==> config.mk <==
export PLATFORM = sky130hd
export DESIGN_NAME = cnn16_ram_arbiter
export DESIGN_NICKNAME = d
export VERILOG_FILES = /design/src/rtl/cnn16_ram_arbiter.sv
export SDC_FILE = /design/constraint.sdc
export NUM_CORES = 1
export LEC_CHECK = 0
export CORE_MARGIN = 8
export CORE_UTILIZATION = 36
export DETAILED_ROUTE_END_ITERATION = 12
export GPL_TIMING_DRIVEN = 0
export PLACE_DENSITY = 0.78
export SYNTH_ARGS = -nofsm -noshare
export SYNTH_HDL_FRONTEND = slang
export SYNTH_SLANG_ARGS = --single-unit
==> constraint.sdc <==
create_clock -name clk -period 2.3 [get_ports clk]
set_input_delay 0.23 -clock clk [delete_from_list [all_inputs] [get_ports clk]]
set_output_delay 0.23 -clock clk [all_outputs]
set_load 0.03 [all_outputs]
==> src/rtl/cnn16_ram_arbiter.sv <==
// cnn16_ram_arbiter: round-robin arbiter sharing one single-port RAM between two requesters,
// with burst lock, bounded starvation, a registered RAM command and tagged read-data return.
module cnn16_ram_arbiter #(
    parameter int DATA_WIDTH = 16,
    parameter int ADDR_WIDTH = 12,
    parameter int LOCK_MAX   = 16
) (
    input  logic                  clk,
    input  logic                  rst_n,
    input  logic                  req0,
    input  logic                  we0,
    input  logic                  lock0,
    input  logic [ADDR_WIDTH-1:0] addr0,
    input  logic [DATA_WIDTH-1:0] wdata0,
    output logic                  gnt0,
    output logic                  rvalid0,
    output logic [DATA_WIDTH-1:0] rdata0,
    input  logic                  req1,
    input  logic                  we1,
    input  logic                  lock1,
    input  logic [ADDR_WIDTH-1:0] addr1,
    input  logic [DATA_WIDTH-1:0] wdata1,
    output logic                  gnt1,
    output logic                  rvalid1,
    output logic [DATA_WIDTH-1:0] rdata1,
    output logic                  mem_write,
    output logic [ADDR_WIDTH-1:0] mem_address,
    output logic [DATA_WIDTH-1:0] mem_data_in,
    input  logic [DATA_WIDTH-1:0] mem_data_out
);
    localparam logic [7:0] LMAX = 8'(LOCK_MAX);
    logic                  own_v, own_id, ptr;
    logic [7:0]            cnt;
    logic                  held, any, gid, g_we, g_lock, oreq;
    logic [ADDR_WIDTH-1:0] g_addr;
    logic [DATA_WIDTH-1:0] g_wdata;
    logic                  t1_v, t1_id, t2_v, t2_id;
    // held: the owner keeps the RAM until its streak against a waiting port hits LOCK_MAX
    always_comb begin
        held    = own_v && (own_id ? req1 : req0) && cnt < LMAX;
        any     = rst_n && (req0 || req1);
        gid     = held ? own_id : (req0 && req1) ? ptr : req1;
        g_we    = gid ? we1 : we0;
        g_lock  = gid ? lock1 : lock0;
        g_addr  = gid ? addr1 : addr0;
        g_wdata = gid ? wdata1 : wdata0;
        oreq    = gid ? req0 : req1;
    end
    assign gnt0    = any && !gid;
    assign gnt1    = any && gid;
    assign rvalid0 = t2_v && !t2_id;
    assign rvalid1 = t2_v && t2_id;
    assign rdata0  = mem_data_out;
    assign rdata1  = mem_data_out;
    always_ff @(posedge clk or negedge rst_n) begin
        if (!rst_n) begin
            mem_write   <= 1'b0;
            mem_address <= '0;
            mem_data_in <= '0;
            t1_v        <= 1'b0;
            t1_id       <= 1'b0;
            t2_v        <= 1'b0;
            t2_id       <= 1'b0;
            ptr         <= 1'b0;
            own_v       <= 1'b0;
            own_id      <= 1'b0;
            cnt         <= '0;
        end else begin
            mem_write <= any && g_we;
            if (any) begin
                mem_address <= g_addr;
                mem_data_in <= g_wdata;
            end
            t1_v  <= any && !g_we;
            t1_id <= gid;
            t2_v  <= t1_v;
            t2_id <= t1_id;
            if (any && !held) ptr <= !gid;
            own_v  <= any && g_lock;
            own_id <= gid;
            cnt    <= (any && g_lock) ? (held ? cnt : 8'd0) + {7'd0, oreq} : 8'd0;
        end
    end
endmodule
Yosys cells after proc, flatten, opt, wreduce, memory -nomap -nowiden
Index checks and enable logic that the tools add are counted.

word-level totals
  bits in registers = 43
  output and inout port bits = 65
  word-level logic and storage cells = 39

operators by class
  add/subtract/negate cells = 1
  order comparisons = 1
  muxes and demuxes = 10
  reduce and logical (&&, ||, !) cells = 17

operators with widths
  cell                                                 number
  2-to-1 mux 16 bit                                    1
  2-to-1 mux 8 bit                                     2
  logical AND 1 bit                                    12
  2-to-1 mux 12 bit                                    1
  adder 8 x 1 -> 8 bit                                 1
  < comparator 8 x 5 -> 1 bit (second input constant)  1
  2-to-1 mux 1 bit                                     6
  zero test 1 bit                                      4
  logical OR 1 bit                                     1

Depth between registers and ports, before layout
Gate-level depths: netlist of the first run.

  depth after elaboration = 7
  depth in mapped cells = 8

Least setup slack after synthesis of the first run
Ideal clock, no wire load.

  path type = register to register
  from = reg cnt[7]
  to = reg mem_data_in[10]
  library setup time = 126 ps
  data arrival time = 1,936 ps
  data required time = 2,174 ps
  setup slack = 238 ps
  cell stages (with the launch flop) = 7
  buffers on the path = 2
  path through = dfrtp_1 or4_4 o41a_1 and3_4 buf_6 buf_6 a221o_1

on the way
  cells in the longest elaborated chain, start to end = 4

RTL lines
  element                      line  text
  start: declaration           33    logic [7:0] cnt;
  start signal: assignment     81    cnt <= (any && g_lock) ? (held ? cnt : 8'd0) + {7'd0, oreq} : 8'd0;
  < comparator 8 x 5 -> 1 bit  40    held = own_v && (own_id ? req1 : req0) && cnt < LMAX;
  logical AND 1 bit            40
  2-to-1 mux 1 bit             42    gid = held ? own_id : (req0 && req1) ? ptr : req1;
  2-to-1 mux 16 bit            46    g_wdata = gid ? wdata1 : wdata0;
  end signal: assignment       72    mem_data_in <= g_wdata;
  end: declaration             28    output logic [DATA_WIDTH-1:0] mem_data_in,

No other way between the ends.
A chain may end at the register's enable or synchronous reset.

Worst setup path after layout of the first run
  from = reg cnt[5]
  to = out gnt1

on the way
  cells in the longest elaborated chain, start to end = 4

RTL lines
  element                      line  text
  < comparator 8 x 5 -> 1 bit  40
  logical AND 1 bit            40
  2-to-1 mux 1 bit             42
  logical AND 1 bit            50    assign gnt1 = any && gid;
  end: declaration             23    output logic gnt1,

No other way between the ends.

==> results.json, run 1 <==
{
  "start_util_pct": 36.77,
  "grt_overflow": 0,
  "drc": 0,
  "seqPwrFrac_pct": 39.7,
  "grt_pass1_wl_mm": 11.36,
  "period_share_pct": 96.64,
  "drive_above_1_share_pct": 17.96,
  "reg2reg_depth": 6,
  "die_x_um": 93.07,
  "max_freq_mhz": 449.9,
  "setup_violations": 0,
  "p_int_w": 0.001522,
  "synth_cells": 187,
  "layout.cells.non_filler": 409,
  "clk_latency_ns": 0.29,
  "cts_buffers": 5,
  "drt_iter0_drc": 59,
  "max-cap-violations": 0,
  "cts_buffer_depth": 2,
  "grt_pass1_vias": 2096,
  "place_hpwl_mm": 5.824,
  "cts.sinks": 43,
  "switchingPower_w": 0.0007526,
  "synthMuxAreaShare_pct": 0.5266,
  "grt_antenna_before_repair": 0,
  "required_ns": 2.07,
  "io_buffers": 128,
  "yosys.area.top_type": "dfrtp_1",
  "worstHoldPathType": "reg2reg",
  "finalHoldViolations": 0,
  "postRouteAntennaNets": 0,
  "die_area_um2": 8662,
  "p_total_w": 0.002275,
  "path_class": "reg2out",
  "powerDensity_nw_per_um2": 611.7,
  "synth_edf_count": 0,
  "drt_pass1_iterations": 4,
  "fin_crit_ns": 2.223,
  "clockPowerShare_pct": 20.5,
  "cts_max_level": 2,
  "synth_fa_ha_area_share_pct": 1.170,
  "synth_xor_area_share_pct": 0.8192,
  "endpoint_kind": "output port",
  "r2r_end": "mem_address[6]",
  "areaGrowthSynthToFinish_pct": 73.90,
  "grt_max_degree": 24,
  "maxSlewHeadroom_pct": 31.18,
  "p_comb_share_pct": 39.8,
  "hold_end": "t2_v",
  "yosysWarnings": 0,
  "synth-compound-area-share_pct": 19.25,
  "core_area_um2": 5816,
  "sw_frac_of_total_pct": 33.09,
  "crit_arrival_ns": 1.99,
  "regToRegSetupSlack_ns": 0.14,
  "via_count": 2004,
  "whs_ns": 0.3612,
  "netlist_area_um2": 2138,
  "synthArstFlopShare_pct": 100.0,
  "worst-slew-pin-transition_ns": 1.029,
  "finalMaxSlewViolations": 0,
  "diodes": 0,
  "cts_tree": "yes",
  "gp_congestion": 0.7669,
  "timing.rr.start": "cnt[5]",
  "start_kind": "flop",
  "routedWlPerCell_um": 17.83,
  "yosys.area_share.simple_pct": 13.52,
  "clockRootBuffer": "clkbuf_8",
  "io_pins": 145,
  "hp-start": "t1_v",
  "clk_pin_slew_ns": 0.08,
  "tns_ns": 0,
  "ys_types": 34,
  "synth_flop_cell": "dfrtp_1",
  "finalNetCount": 415,
  "row_count": 28,
  "hold_depth": 0,
  "vdd.ir_drop.worst_v": 0.0003337,
  "synth.most_common_cell": "dfrtp_1",
  "drt_wl_total_mm": 7.294,
  "via_per_inst": 4.900,
  "dieHeight_um": 93.07,
  "status": "finished clean",
  "place_inst": 393,
  "synth-seq-cells": 43,
  "synth_area_leaders": "dfrtp_1, a221o_1, buf_4",
  "leakage_nw": 1.613,
  "synth.avg_cell_area_um2": 11.43,
  "yosysSeqAreaShare_pct": 50.32,
  "fin_worst_skew_ns": 0.006295,
  "grtUsageTotal_pct": 16.45,
  "synth_top_family_by_area": "compound AO/OA/AOI/OAI gates",
  "crit_path_max_fanout": 2,
  "synth.top_cell.area_share_pct": 50.32,
  "yosys-top-cells-count": "dfrtp_1, buf_4, and2_1, a221o_1"
}
-- routing by layer --
metal	vias to the layer above	track usage, %	part of all wire [%]
li1	939	-	-
met1	970	19.22	41
met2	87	28.11	49
met3	8	6.250	9.1
met4	0	3.221	1.0
met5	-	0	0
-- power by group through the flow --
stage / combinational (W) / sequential (W) / clock (W)
after floorplan: 0.000293 / 0.00109 / 0
after global placement: 0.000882 / 0.000912 / 0
after detailed placement: 0.000895 / 0.000917 / 0
after CTS: 0.000913 / 0.000902 / 0.000480
after global routing: 0.000959 / 0.000915 / 0.000516
final: 0.000906 / 0.000903 / 0.000466
-- area by class of cell --
cell class	count	area [um^2]
Timing Repair Buffer	137	1365
Inverter	3	11.26
Sequential cell	43	1076
Clock buffer	6	72.57
Buffer	41	306.5
Clock inverter	2	12.51
Multi-Input combinational cell	102	780.7
Tap cell	75	93.84
Fill cell	470	2097
-- layout by cell type (no fill, tap or decap), drive strengths merged, types with 3 or more instances in the layout --
cell,count
a221o,28
inv,3
o21ai,3
conb,3
clkbuf,9
and3,3
and2,31
nand2,3
buf,48
a21boi,3
a21oi,4
nand4,3
clkdlybuf4s50,125
dfrtp,43
-- stage by stage --
stage          area (um^2)  setup WS, ns  utilization [%]
2_1_floorplan         2146        0.2377                -
3_3_place_gp          3521        -1.946            60.54
3_5_place_dp          3543       -0.6568            60.93
4_1_cts               3702      -0.02153            63.66
5_1_grt               3719    -0.0005174            63.94
6_report              3719       0.07738            63.94
-- how the worst max path moves through the flow --
stage | from | to | cells after the start
finish | cnt[5] | gnt1 | 5
global route | cnt[5] | cnt[2] | 9
CTS | cnt[6] | gnt1 | 5
detailed placement | cnt[7] | gnt0 | 5
global placement | rst_n | gnt0 | 6
floorplan | cnt[7] | mem_data_in[10] | 6
-- sequential cells by signal (all words and copies together), names as in the netlist --
name	flops
mem_write	1
t2_id	1
cnt	8
t1_v	1
mem_data_in	16
t2_v	1
ptr	1
mem_address	12
t1_id	1
own_v	1
-- critical path, stage by stage, from the launching register on --
cell     delay, ns
dfrtp_1       0.38
or4_4         0.54
o41a_1        0.34
and3_4        0.19
buf_8         0.12
buf_6         0.13
-- logic make-up after synthesis --
logic type / after synthesis
buffers and inverters: 44
and+or+nand+nor: 47
xor gates and xnor gates: 2
AOI/OAI and AO/OA: 47
muxes: 1
other: 1
DFF: 43
adders and majority gates: 2
-- timing repair --
item,in CTS,in global routing
hold buffers,2,0
buffers inserted,3,3
endpoints found under the setup margin,16,3
pin swaps,3,2
gates resized for setup,17,3
hold endpoints to repair,23,0
Note: power is estimated with default switching activity, not from simulation.
==> run 2: changes to the inputs <==
CTS_CLUSTER_DIAMETER = 80   (was default)
==> results of run 2 <==
Same layout as run 1: the final DEF is identical, and so are final timing and power.
==> run 3: changes to the inputs <==
CTS_CLUSTER_SIZE = 30   (was default)
SKIP_LAST_GASP = 1   (was default)
==> results of run 3 <==
Same layout as run 1: the final DEF is identical, and so are final timing and power.
Among the figures that moved: number of gates resized after CTS 17 -> 16
